[config.mk]
export PLATFORM = sky130hd
export DESIGN_NAME = gshare_predictor
export DESIGN_NICKNAME = d
export VERILOG_FILES = /design/src/rtl/gshare_predictor.sv
export SDC_FILE = /design/constraint.sdc
export NUM_CORES = 1
export LEC_CHECK = 0
export ABC_CLOCK_PERIOD_IN_PS = 4500
export CORE_ASPECT_RATIO = 0.6
export CORE_MARGIN = 3
export CORE_UTILIZATION = 55
export CTS_BUF_LIST = sky130_fd_sc_hd__clkbuf_2
export DETAILED_ROUTE_END_ITERATION = 7
export MAX_ROUTING_LAYER = met4
export PLACE_DENSITY_LB_ADDON = 0.3
export SYNTH_ARGS = -nofsm -noshare
export SYNTH_HDL_FRONTEND = slang
export SYNTH_SLANG_ARGS = --single-unit
[constraint.sdc]
create_clock -name clk -period 4.5 [get_ports clk]
set_clock_uncertainty 0.1 [all_clocks]
set_input_delay 0.9 -clock clk [delete_from_list [all_inputs] [get_ports clk]]
set_output_delay 0.9 -clock clk [all_outputs]
set_load 0.01 [all_outputs]
[src/rtl/gshare_predictor.sv]
// gshare_predictor: global-history branch direction predictor.
// A pattern history table (PHT) of 2-bit saturating counters is indexed by
// predict_pc XOR global history for prediction and by train_pc XOR
// train_history for training. The global history register (ghr) is shifted
// speculatively on every prediction request and is restored from the
// resolved branch's history on a mispredict.
// Optional build macro: GSHARE_STATS_EN adds a saturating 16-bit
// mispredict_count output.
module gshare_predictor #(
    parameter int          HIST_W   = 7,
    parameter logic [1:0]  CNT_INIT = 2'b01
) (
    input  logic              clk,
    input  logic              areset_n,
    input  logic              predict_valid,
    input  logic [HIST_W-1:0] predict_pc,
    output logic              predict_taken,
    output logic [HIST_W-1:0] predict_history,
    input  logic              train_valid,
    input  logic              train_taken,
    input  logic              train_mispredicted,
    input  logic [HIST_W-1:0] train_history,
    input  logic [HIST_W-1:0] train_pc
`ifdef GSHARE_STATS_EN
    ,
    output logic [15:0]       mispredict_count
`endif
);

    localparam int ENTRIES = 2 ** HIST_W;

    logic [HIST_W-1:0] r_ghr;
    logic [1:0]        r_pht [ENTRIES];

    logic [HIST_W-1:0] w_pidx;
    logic [HIST_W-1:0] w_tidx;
    logic [1:0]        w_cnt_cur;
    logic [1:0]        w_cnt_next;
    logic              w_recover;

    assign w_pidx    = predict_pc ^ r_ghr;
    assign w_tidx    = train_pc ^ train_history;
    assign w_recover = train_valid & train_mispredicted;

    // Prediction reads the pre-update counter; there is no bypass from training.
    always_comb begin
        predict_taken   = r_pht[w_pidx][1];
        predict_history = r_ghr;
    end

    // Saturating increment/decrement of the counter selected by training.
    always_comb begin
        w_cnt_cur  = r_pht[w_tidx];
        w_cnt_next = w_cnt_cur;
        if (train_taken) begin
            if (w_cnt_cur != 2'b11) begin
                w_cnt_next = w_cnt_cur + 2'd1;
            end
        end else begin
            if (w_cnt_cur != 2'b00) begin
                w_cnt_next = w_cnt_cur - 2'd1;
            end
        end
    end

    // PHT storage: all entries return to CNT_INIT on reset, one entry trains per edge.
    always_ff @(posedge clk or negedge areset_n) begin
        if (!areset_n) begin
            for (int i = 0; i < ENTRIES; i++) begin
                r_pht[i] <= CNT_INIT;
            end
        end else if (train_valid) begin
            r_pht[w_tidx] <= w_cnt_next;
        end
    end

    // Global history: mispredict recovery outranks the speculative shift.
    always_ff @(posedge clk or negedge areset_n) begin
        if (!areset_n) begin
            r_ghr <= '0;
        end else if (w_recover) begin
            r_ghr <= {train_history[HIST_W-2:0], train_taken};
        end else if (predict_valid) begin
            r_ghr <= {r_ghr[HIST_W-2:0], predict_taken};
        end
    end

`ifdef GSHARE_STATS_EN
    logic [15:0] r_mispredict_count;

    // Count mispredict pulses, holding at the maximum value.
    always_ff @(posedge clk or negedge areset_n) begin
        if (!areset_n) begin
            r_mispredict_count <= '0;
        end else if (w_recover && (r_mispredict_count != 16'hFFFF)) begin
            r_mispredict_count <= r_mispredict_count + 16'd1;
        end
    end

    assign mispredict_count = r_mispredict_count;
`endif

endmodule

=== Yosys cells after proc, flatten, opt, wreduce, memory -nomap -nowiden ===
Cells that the tools add are included.

* Logic and storage cells: 157
* Input bits: 27
* Output and inout port bits: 8
* Register bits after elaboration: 263

* Equal/unequal tests: 1
* Order comparisons: 3
* Reduce and logical (&&, ||, !) cells: 3
* Multiplexer cells: 14
* Add/sub/neg operators: 2
* Bitwise logic cells: 5

{| class="wikitable"
|+ Operators by type and width
! operator !! number
|-
| bitwise mux 256 bit || 1
|-
| binary-select mux 2 bit (select 7 bit) || 2
|-
| greater-or-equal comparator 8 bit, second input constant || 2
|-
| two-way mux 2 bit || 8
|-
| inverter 7 -> 8 bit || 2
|-
| demux 2 bit (select 7 bit) || 1
|-
| two-way mux 7 bit || 2
|-
| bitwise XOR 7 bit || 2
|-
| < comparator 8 x 1 -> 1 bit, second input constant || 1
|-
| nonzero test 2 bit || 2
|-
| adder 2 x 1 -> 2 bit, second input constant || 1
|-
| != test 2 bit, second input constant || 1
|-
| subtractor 2 x 1 -> 2 bit, second input constant || 1
|-
| AND 1 bit || 1
|-
| logical AND 1 bit || 1
|}

=== Logic depth before layout (Yosys ltp) ===
Gate-level depths: netlist of the first run.

* Word-level depth: 9
* Mapped depth: 15

=== Least setup slack after synthesis of the first run ===
No wires, ideal clock.

* Path type: input port to output port
* From: input predict_pc[0]
* To: output predict_taken
* Stages: 7
* Arrival time: 3141 ps
* Slack: 359 ps
* Path buffers: 1
* Data required time: 3500 ps
* Path through: xor2_1 buf_2 mux4_2 mux4_2 mux2_2 o211ai_1 o21ai_0

* Word-level cells in the longest chain between the ends: 5

{| class="wikitable"
|+ Ends and longest elaborated chain
! element !! line !! source
|-
| start: declaration || 16 || <nowiki>input logic [HIST_W-1:0] predict_pc,</nowiki>
|-
| bitwise XOR 7 bit || 41 || <nowiki>assign w_pidx = predict_pc ^ r_ghr;</nowiki>
|-
| inverter 7 -> 8 bit (implied by the code) || 47 || <nowiki>predict_taken = r_pht[w_pidx][1];</nowiki>
|-
| binary-select mux 2 bit (select 7 bit) || 47 ||
|-
| two-way mux 2 bit (implied by the code) (2 in series) || 47 ||
|-
| end: declaration || 17 || <nowiki>output logic predict_taken,</nowiki>
|}

No other way between the ends. The select of a mux whose other input is x is not followed.

=== Worst setup path after layout of the first run ===
* From: register r_ghr[0], in the netlist predict_history[0]
* To: output predict_taken

* Word-level cells in the longest chain between the ends: 5

{| class="wikitable"
|+ Ends and longest elaborated chain
! element !! line !! source
|-
| start: declaration || 32 || <nowiki>logic [HIST_W-1:0] r_ghr;</nowiki>
|-
| start signal: assignment || 82 || <nowiki>r_ghr <= {train_history[HIST_W-2:0], train_taken};</nowiki>
|-
| start signal: assignment || 84 || <nowiki>r_ghr <= {r_ghr[HIST_W-2:0], predict_taken};</nowiki>
|-
| bitwise XOR 7 bit || 41 ||
|-
| inverter 7 -> 8 bit (implied by the code) || 47 ||
|-
| binary-select mux 2 bit (select 7 bit) || 47 ||
|-
| two-way mux 2 bit (implied by the code) (2 in series) || 47 ||
|}

No other way between the ends. The select of a mux whose other input is x is not followed.

==> results.json, run 1 <==
{
  "status": "finished with violations",
  "violations": "negative setup slack",
  "post-route-util_pct": 67.24,
  "min_from": "r_pht[170]$_DFFE_PN1P_",
  "drv_cap": 0,
  "critPathMostFrequentCell": "mux4_2",
  "cts_buffers": 61,
  "grt_antenna_before_repair": 1,
  "synth_seq_cells": 263,
  "num_io_pins": 35,
  "fp.coreArea_sq_um": 24770,
  "gp_congestion": 1.033,
  "avgRoutedWirePerCell_um": 24.08,
  "max_slew.worst_pin.slew_ns": 0.9786,
  "cp-start-kind": "flop",
  "worstPathArrival_ns": 3.80,
  "std_cell_rows": 44,
  "min_path_cells": 2,
  "yosysWarnings": 0,
  "grt_pass1_wl_mm": 74.91,
  "crit_path_max_incr_delay_ns": 0.50,
  "grt_remaining_overflow": 0,
  "syn-num-nets": 1547,
  "clockRootBuffer": "clkbuf_2",
  "ys_async_sr_fraction_pct": 100.0,
  "fmax_ghz": 0.2082,
  "fillers": 2005,
  "start_util_pct": 57.33,
  "die_x_um": 213.5,
  "synth_area_per_cell_sq_um": 9.344,
  "timing_hold_violations_final": 0,
  "period_needed_ns": 4.803,
  "crit_path_end_kind": "primary output",
  "slew_violations": 0,
  "stdcell_count": 2035,
  "p_leak_nw": 6.689,
  "cts_sinks": 263,
  "grtUsageTotal_pct": 36.87,
  "r2r_cells": 10,
  "totalWireLength_mm": 49.00,
  "yosys.cell_types.count": 53,
  "drt-vias-per-instance": 6.525,
  "clock_latency_ns": 0.99,
  "synthCells": 1520,
  "dr.pass1.iters": 8,
  "reg2reg_from": "r_pht[185]$_DFFE_PN0P_",
  "die_h_um": 130.5,
  "r2r_end": "r_pht[155]$_DFFE_PN0P_",
  "area_growth_pct": 17.27,
  "hold_class": "reg2reg",
  "grt_max_degree": 106,
  "worstPathCellList": "xor2_4, buf_12, mux4_2, mux4_2, mux2_4, o211ai_1, buf_4, o21ai_4, buf_6",
  "synth-seq-area-share_pct": 47.46,
  "relSlewSlack_pct": 34.52,
  "worst_hold_slack_ns": 0.3716,
  "power_per_cell_area_nw_per_um2": 464.2,
  "critPathMaxFanout": 7,
  "port_buffers": 34,
  "dp.cells": 1920,
  "clkTransAtPathRegs_ns": 0.12,
  "rsz0062_at_grt": "true",
  "clock_path_buffers": 3,
  "initialDrtViolationCount": 1892,
  "crit_path_top_delay_cell": "mux4_2",
  "hold_end": "r_pht[170]$_DFFE_PN1P_",
  "critical_path_class": "reg2out",
  "die_area_sq_um": 27850,
  "drive_above_1_share_pct": 27.86,
  "r2r_setup_slack_ns": 1.28,
  "worst_slack_ns": -0.3035,
  "dp_hpwl_mm": 33.67,
  "finalNetCount": 1692,
  "first_global_vias": 12800,
  "syn_area_sq_um": 14200,
  "drcViolationCount": 0,
  "crit_required_ns": 3.50,
  "finalSetupViolations": 1,
  "synthFlopType": "dfrtp_1",
  "cts_tree": "built",
  "h-tree-depth": 2,
  "peakVddDrop_mv": 0.2808,
  "ant_nets": 0,
  "synth_edf_count": 0,
  "vias": 13280,
  "fin_crit_sh_pct": 106.7
}
## worst max path at each step
stage | start | to
3_3_place_gp | predict_pc[0] | predict_taken
6_report | predict_history[0]$_DFFE_PN0P_ | predict_taken
3_5_place_dp | predict_pc[0] | predict_taken
4_1_cts | predict_history[0]$_DFFE_PN0P_ | predict_taken
2_1_floorplan | predict_pc[0] | predict_taken
5_1_grt | predict_history[0]$_DFFE_PN0P_ | predict_taken
## critical path, delay by kind of cell (launching register included)
family | cells | cell delay (ns)
muxes | 3 | 1.29
xor gates and xnor gates | 1 | 0.21
AOI/OAI and AO/OA | 2 | 0.33
buffers and inverters | 3 | 0.54
DFF | 1 | 0.46
## cells by family after synthesis
kind of cell | synth area share, %
xor+xnor | 1.401
flops | 47.46
compound gates | 18.91
buf+inv | 3.894
simple gates | 15.49
mux | 12.76
fa+ha+maj | 0.07928
## sequential cells by signal, indices dropped and copies added, names as in the netlist
name	flops
r_pht	256
predict_history	7
## through the flow
step	total power, mW	setup TNS (ns)	setup slack [ns]	cell area (sq um)
after global routing	8.107	-0.4011	-0.4011	16660
after CTS	7.667	-0.3811	-0.3811	16670
after global placement	5.875	-58.07	-0.7865	16020
after floorplan	4.821	0	0.3589	14200
after detailed placement	5.968	-52.75	-0.8068	16020
final	7.732	-0.3035	-0.3035	16660
## metal layers
| metal | wire (um) | track usage (%) | vias up | part of all wire (%) |
|---|---|---|---|---|
| met4 | 1734 | 12.23 | 0 | 3.5 |
| met5 | 0 | - | - | 0 |
| met2 | 19630 | 49.30 | 1007 | 40 |
| li1 | - | - | 5738 | - |
| met1 | 19600 | 50.43 | 6364 | 40 |
| met3 | 8033 | 15.87 | 169 | 16 |
## final cells by class
| class | instances | area (sq um) | share of cell area, % |
|---|---|---|---|
| multi-input cells | 1143 | 7034 | 42.23 |
| flip-flops and latches | 263 | 6743 | 40.48 |
| repair buffers | 192 | 1892 | 11.36 |
| clock buffers | 98 | 490.5 | 2.944 |
| well taps | 322 | 402.9 | 2.419 |
| clock inverters | 12 | 77.57 | 0.4657 |
| inverters | 4 | 15.01 | 0.09014 |
| diodes | 1 | 2.502 | 0.01502 |
## synth_stat cells, types with 2 or more instances
master | n | area, sq um
xor2_2 | 2 | 32.53
a22oi_1 | 4 | 30.03
a221oi_1 | 13 | 113.9
dfrtp_1 | 135 | 3378
xor2_1 | 11 | 96.34
nor3_1 | 13 | 65.06
buf_6 | 7 | 78.83
nand2_1 | 240 | 900.9
nand4_1 | 5 | 31.28
o211ai_1 | 4 | 30.03
a211oi_1 | 6 | 45.04
nand3_1 | 15 | 75.07
o2bb2ai_1 | 8 | 70.07
xnor2_1 | 8 | 70.07
o21ai_1 | 2 | 10.01
o2111ai_1 | 2 | 17.52
mux4_2 | 56 | 1261
a22o_1 | 3 | 26.28
a2111oi_0 | 4 | 35.03
mux2_2 | 7 | 78.83
dfstp_2 | 128 | 3363
a311oi_1 | 2 | 17.52
buf_2 | 34 | 170.2
inv_1 | 4 | 15.01
and2_1 | 4 | 25.02
mux2i_1 | 42 | 420.4
buf_4 | 5 | 37.54
clkbuf_1 | 59 | 221.5
o22ai_1 | 8 | 50.05
o31ai_2 | 9 | 112.6
and3_1 | 4 | 25.02
o21ai_0 | 152 | 760.7
o221ai_1 | 4 | 35.03
nor2_1 | 278 | 1044
a31oi_1 | 9 | 56.30
buf_1 | 4 | 15.01
o31ai_1 | 52 | 390.4
a32oi_1 | 3 | 26.28
a21oi_1 | 160 | 800.8
## where the power goes
| group | switching [mW] | leakage [nW] | internal, mW |
|---|---|---|---|
| Clock | 1.01 | 0.446 | 0.629 |
| Sequential | 0.440 | 3.10 | 3.00 |
| Combinational | 1.43 | 3.14 | 1.23 |
| Total | 2.88 | 6.69 | 4.85 |
## layout by cell type (no fill, tap or decap), types with 3 or more instances in the layout
cell / count
a221oi_1: 12
clkbuf_2: 98
xnor2_1: 5
inv_1: 4
o31ai_2: 9
o211ai_1: 4
nor3_1: 13
xor2_1: 8
xnor2_2: 3
o22ai_1: 8
a32oi_1: 3
o221ai_1: 4
o31ai_1: 52
dfstp_2: 128
buf_4: 128
o21ai_1: 3
a21oi_1: 160
a31oi_1: 9
o21ai_0: 150
nand3_1: 15
nand2_1: 240
nand4_1: 5
clkinv_1: 8
mux4_2: 56
a22oi_1: 4
mux2_2: 6
a22o_1: 3
xor2_4: 4
a2111oi_0: 4
nor2_1: 278
mux2i_1: 42
o2bb2ai_1: 8
and2_1: 4
and3_1: 4
buf_12: 28
a211oi_1: 6
dfrtp_1: 134
clkdlybuf4s50_1: 31
## repair_timing
action | in CTS | in global routing
setup endpoints to repair | 1 | 1
hold buffers | 1 | 0
endpoints found under the hold margin | 50 | 0
pin swaps | 2 | 1
cloned | 1 | 0
setup buffers | 3 | 0
resized for setup | 13 | 2
Note: power is estimated with default switching activity, not from simulation.
==> run 2, diff against run 1 <==
--- a/config.mk
+++ b/config.mk
@@ -8,7 +8,7 @@
 export ABC_CLOCK_PERIOD_IN_PS = 4500
 export CORE_ASPECT_RATIO = 0.6
 export CORE_MARGIN = 3
-export CORE_UTILIZATION = 55
+export CORE_UTILIZATION = 53
 export CTS_BUF_LIST = sky130_fd_sc_hd__clkbuf_2
 export DETAILED_ROUTE_END_ITERATION = 7
 export MAX_ROUTING_LAYER = met4
==> run 2 against run 1 <==
  * Count of clock-buffer cells in the layout rose by 2
  * Non-clock buffer count rose by 14
  * Die area rose by 3.6%
  * Via count rose by 0.35%
  * First-iteration DRC count rose by 13%
  * Largest power group unchanged
  * Worst hold slack improved by 0.0013 ns
  * Wire length barely moved
  * Sequential cell count did not move
  * Clock power barely moved
  * The flow finishes with violations (design-rule violations, negative setup slack)
==> results.json, run 2 (synthesized netlist as in run 1, its figures left out) <==
{
  "dp_hpwl_mm": 33.86,
  "finalNetCount": 1704,
  "peakVddDrop_mv": 0.2478,
  "clock_path_buffers": 3,
  "clockRootBuffer": "clkbuf_2",
  "dp.cells": 1963,
  "grt_max_degree": 122,
  "vias": 13330,
  "timing_hold_violations_final": 0,
  "h-tree-depth": 2,
  "area_growth_pct": 18.13,
  "final_cell_mix": "nor2_1 (278), nand2_1 (240), a21oi_1 (160)",
  "crit_path_top_delay_cell": "mux4_2",
  "min_from": "r_pht[156]$_DFFE_PN1P_",
  "regMostFlops": "r_pht",
  "reg2reg_from": "predict_history[0]$_DFFE_PN0P_",
  "avgRoutedWirePerCell_um": 23.55,
  "critical_path_class": "reg2out",
  "grt_remaining_overflow": 0,
  "r2r_end": "predict_history[0]$_DFFE_PN0P_",
  "cts_tree": "built",
  "period_needed_ns": 4.948,
  "p_leak_nw": 6.749,
  "std_cell_rows": 45,
  "gp_congestion": 1.004,
  "drv_cap": 0,
  "largest_reg_flops": 256,
  "status": "finished with violations",
  "fp.coreArea_sq_um": 25790,
  "initialDrtViolationCount": 2137,
  "die_x_um": 217.3,
  "drt-vias-per-instance": 6.403,
  "dp_slack_ns": -0.8725,
  "violations": "design-rule violations, negative setup slack",
  "crit_path_end_kind": "primary output",
  "first_global_vias": 12590,
  "cts_sinks": 263,
  "r2r_cells": 10,
  "port_buffers": 34,
  "ant_nets": 0,
  "totalWireLength_mm": 49.02,
  "fmax_ghz": 0.2021,
  "grt_antenna_before_repair": 1,
  "relSlewSlack_pct": 36.13,
  "grt_pass1_wl_mm": 75.18,
  "finalSetupViolations": 1,
  "cts_buffers": 59,
  "worstPathCellList": "xor2_4, buf_12, mux4_2, mux4_2, mux2_4, o211ai_1, buf_4, o21ai_4, buf_6",
  "worstPathArrival_ns": 3.95,
  "power_per_cell_area_nw_per_um2": 460.1,
  "grtUsageTotal_pct": 35.11,
  "startpoint": "predict_history[0]$_DFFE_PN0P_",
  "drive_above_1_share_pct": 28.59,
  "final_common_cell": "nor2_1",
  "worst_slack_ns": -0.4485,
  "slew_violations": 0,
  "dr.pass1.iters": 8,
  "crit_required_ns": 3.50,
  "drcViolationCount": 16,
  "stdcell_count": 2081,
  "num_io_pins": 35,
  "max_slew.worst_pin.slew_ns": 0.9580,
  "fin_crit_sh_pct": 110.0,
  "die_area_sq_um": 28860,
  "critPathMostFrequentCell": "mux4_2",
  "start_util_pct": 55.08,
  "hold_class": "reg2reg",
  "setup.worst_path.end": "predict_taken",
  "r2r_setup_slack_ns": 1.19,
  "crit_path_max_incr_delay_ns": 0.51,
  "critPathMaxFanout": 6,
  "clock_latency_ns": 0.99,
  "clkTransAtPathRegs_ns": 0.12,
  "cp-start-kind": "flop",
  "rsz0062_at_grt": "true",
  "die_h_um": 132.8
}
run 2: critical path, delay by kind of cell, from the launching register on:
kind	cells	cell delay [ns]
DFF	1	0.46
buffers and inverters	3	0.52
AOI/OAI and AO/OA	2	0.51
muxes	3	1.28
xor gates and xnor gates	1	0.22
run 2: metrics by stage:
step	power [mW]	util, %	setup TNS, ns	cell area [sq um]	hold WS [ns]
6_report	7.719	65.07	-0.4485	16780	0.3730
5_1_grt	8.105	65.07	-0.5047	16780	0.4018
4_1_cts	7.673	65.13	-0.4715	16800	0.3703
3_5_place_dp	5.956	62.54	-63.84	16130	0.3546
3_3_place_gp	5.867	62.54	-55.09	16130	0.3483
2_1_floorplan	4.821	-	0	14200	0.3423
run 2: report_power, final:
group          internal, mW  switching [mW]  leakage (nW)
Sequential             2.99           0.447          3.10
Clock                 0.637            1.02         0.456
Combinational          1.22            1.41          3.19
Total                  4.85            2.87          6.75
run 2: how the worst min path moves through the flow:
stage                                   endpoint  cells past startpoint
after floorplan           r_pht[156]$_DFFE_PN1P_                      2
after global placement    r_pht[156]$_DFFE_PN1P_                      2
after global routing      r_pht[212]$_DFFE_PN1P_                      2
after detailed placement  r_pht[156]$_DFFE_PN1P_                      2
final                     r_pht[156]$_DFFE_PN1P_                      2
after CTS                 r_pht[170]$_DFFE_PN1P_                      2
run 2: layer usage:
metal	wire length [um]	vias up	global-route usage, %
met4	1651	0	12.05
met5	0	-	-
met1	20240	6445	50.14
met3	7595	162	14.30
li1	-	5780	-
met2	19530	938	44.82
run 2: timing repair:
action,CTS,global route
hold buffers,1,0
setup buffers,3,1
setup endpoints to repair,1,1
gates resized for setup,14,0
gates cloned,1,0
hold endpoints to repair,70,0
pin swaps,2,1
run 2: cell type report:
type	instances	area, sq um
Antenna cell	1	2.502
Inverter	4	15.01
Clock buffer	100	500.5
Timing Repair Buffer	206	1968
Fill cell	2140	9009
Multi-Input combinational cell	1143	7034
Tap cell	352	440.4
Sequential cell	263	6743
Clock inverter	12	75.07
==> run 3, diff against run 2 <==
--- a/config.mk
+++ b/config.mk
@@ -5,7 +5,7 @@
 export SDC_FILE = /design/constraint.sdc
 export NUM_CORES = 1
 export LEC_CHECK = 0
-export ABC_CLOCK_PERIOD_IN_PS = 4500
+export ABC_CLOCK_PERIOD_IN_PS = 5500
 export CORE_ASPECT_RATIO = 0.6
 export CORE_MARGIN = 3
 export CORE_UTILIZATION = 53
==> constraint.sdc (replaced) <==
create_clock -name clk -period 5.5 [get_ports clk]
set_clock_uncertainty 0.1 [all_clocks]
set_input_delay 1.1 -clock clk [delete_from_list [all_inputs] [get_ports clk]]
set_output_delay 1.1 -clock clk [all_outputs]
set_load 0.01 [all_outputs]
==> run 3 against run 2 <==
  * Critical path type is now in2out
  * Worst setup slack improved by 0.62 ns
  * Utilization decreased by 2.8 points
  * Die area unchanged
  * Non-clock buffer count decreased by 75
  * The flow now finishes without violations
  * Largest cell class unchanged
==> results.json, run 3 (synthesized netlist as in run 1, its figures left out) <==
{
  "relSlewSlack_pct": 24.92,
  "final_common_cell": "nor2_1",
  "critPathMaxFanout": 13,
  "clock_path_buffers": 3,
  "clockRootBuffer": "clkbuf_2",
  "crit_required_ns": 4.30,
  "dp_hpwl_mm": 32.25,
  "p_leak_nw": 6.326,
  "routedLengthMet1_mm": 19.60,
  "drv_cap": 0,
  "grtUsageTotal_pct": 34.11,
  "gp_congestion": 0.9965,
  "drcViolationCount": 0,
  "r2r_end": "predict_history[0]$_DFFE_PN0P_",
  "grt_antenna_before_repair": 1,
  "worstPathArrival_ns": 4.13,
  "slew_violations": 0,
  "grt_remaining_overflow": 0,
  "die_h_um": 132.8,
  "reg2reg_from": "predict_history[0]$_DFFE_PN0P_",
  "port_buffers": 34,
  "cts_buffers": 60,
  "largest_reg_flops": 256,
  "r2r_cells": 12,
  "drive_above_1_share_pct": 25.14,
  "crit_path_end_kind": "primary output",
  "start_util_pct": 55.08,
  "avgRoutedWirePerCell_um": 23.70,
  "h-tree-depth": 2,
  "grt_pass1_wl_mm": 73.39,
  "final_cell_mix": "nor2_1 (278), nand2_1 (240), a21oi_1 (160)",
  "grt_max_degree": 116,
  "cts_hold_buf": 0,
  "std_cell_rows": 45,
  "first_global_vias": 12570,
  "fin_crit_sh_pct": 96.88,
  "hold_class": "in2async",
  "dp_slack_ns": -0.1714,
  "cts_tree": "built",
  "power_mw": 6.108,
  "fillers": 2167,
  "post-route-util_pct": 62.23,
  "die_area_sq_um": 28860,
  "clkTransAtPathRegs_ns": 0.12,
  "power_per_cell_area_nw_per_um2": 380.6,
  "status": "complete, no violations",
  "ant_nets": 0,
  "met2WireLength_mm": 18.81,
  "cp-start-kind": "input port",
  "peakVddDrop_mv": 0.1813,
  "timing_hold_violations_final": 0,
  "r2r_setup_slack_ns": 2.19,
  "max_slew.worst_pin.slew_ns": 1.122,
  "top_layer": "met4",
  "dr.pass1.iters": 6,
  "critical_path_class": "in2out",
  "initialDrtViolationCount": 1740,
  "finalSetupViolations": 0,
  "finalNetCount": 1630,
  "regMostFlops": "r_pht",
  "fp.coreArea_sq_um": 25790,
  "num_io_pins": 35,
  "totalWireLength_mm": 47.61,
  "met3WireLength_mm": 7.231,
  "finalSetupTns_ns": 0,
  "clock_latency_ns": 1.01,
  "worst_slack_ns": 0.1717,
  "vias": 12950,
  "drt-vias-per-instance": 6.447,
  "fmax_ghz": 0.1877,
  "cts_sinks": 263,
  "die_x_um": 217.3,
  "period_needed_ns": 5.328,
  "area_growth_pct": 12.98,
  "rsz0062_at_grt": "false"
}
[run 3: changes by cell type in the layout (fill, tap and decap cells not counted), sizes merged]
cell,previous run,this run
buf,173,98
clkdlybuf4s50,31,32
clkinv,10,14
inv,5,6
diode,1,2
clkbuf,100,99
dlygate4sd2,1,0
bufinv,1,0
dlygate4sd3,1,0
[run 3: worst max-delay path by stage]
stage                       start             to  slack (ns)  cells after the start
finish              predict_pc[0]  predict_taken        0.17                     12
CTS                 predict_pc[0]  predict_taken       0.007                     12
global placement    predict_pc[0]  predict_taken       -0.17                     12
global route        predict_pc[0]  predict_taken        0.08                     12
detailed placement  predict_pc[0]  predict_taken       -0.17                     12
floorplan           predict_pc[0]  predict_taken        0.96                      7
[run 3: report_power, final]
group / leakage, nW / internal, mW / switching [mW] / total [mW]
Clock: 0.445 / 0.472 / 0.836 / 1.31
Combinational: 2.78 / 0.884 / 1.12 / 2.01
Sequential: 3.10 / 2.45 / 0.344 / 2.79
[run 3: layout make-up]
class / instances / area (sq um) / area share (%)
repair buffers: 131 / 1269 / 7.906
diodes: 2 / 5.005 / 0.03119
inverters: 4 / 15.01 / 0.09356
clock buffers: 98 / 490.5 / 3.056
well taps: 352 / 440.4 / 2.744
clock inverters: 16 / 67.56 / 0.4210
multi-input cells: 1143 / 7019 / 43.74
flip-flops and latches: 263 / 6741 / 42.01
[run 3: per-layer routing]
metal | GRT usage [%] | up-vias
met5 | - | -
met4 | 14.48 | 0
met3 | 13.54 | 199
met2 | 42.73 | 960
met1 | 48.54 | 6167
li1 | - | 5627
[run 3: worst max-delay path, cell delays in order]
cell and delay (ns):
clkdlybuf4s50_1 0.55, xor2_4 0.18, buf_12 0.19, buf_12 0.14, mux4_2 0.51, mux4_2 0.50
mux2i_1 0.18, nand2_1 0.09, o211ai_1 0.15, buf_4 0.17, o21ai_1 0.14, clkbuf_2 0.19
[run 3: per-stage QoR]
stage	instances	hold slack (ns)	cell area, sq um
after floorplan	1520	0.3423	14200
after global placement	1893	0.3514	15490
after detailed placement	1893	0.3591	15490
after CTS	2007	0.08611	16050
after global routing	2008	0.07897	16050
final	2009	0.06106	16050
[run 3: repair_timing]
| item | 4_1_cts | 5_1_grt |
|---|---|---|
| endpoints found under the setup margin | 1 | 1 |
| pin swaps | 0 | 0 |
| hold endpoints to repair | 0 | 0 |
| setup buffers | 0 | 0 |
| resized for setup | 1 | 3 |
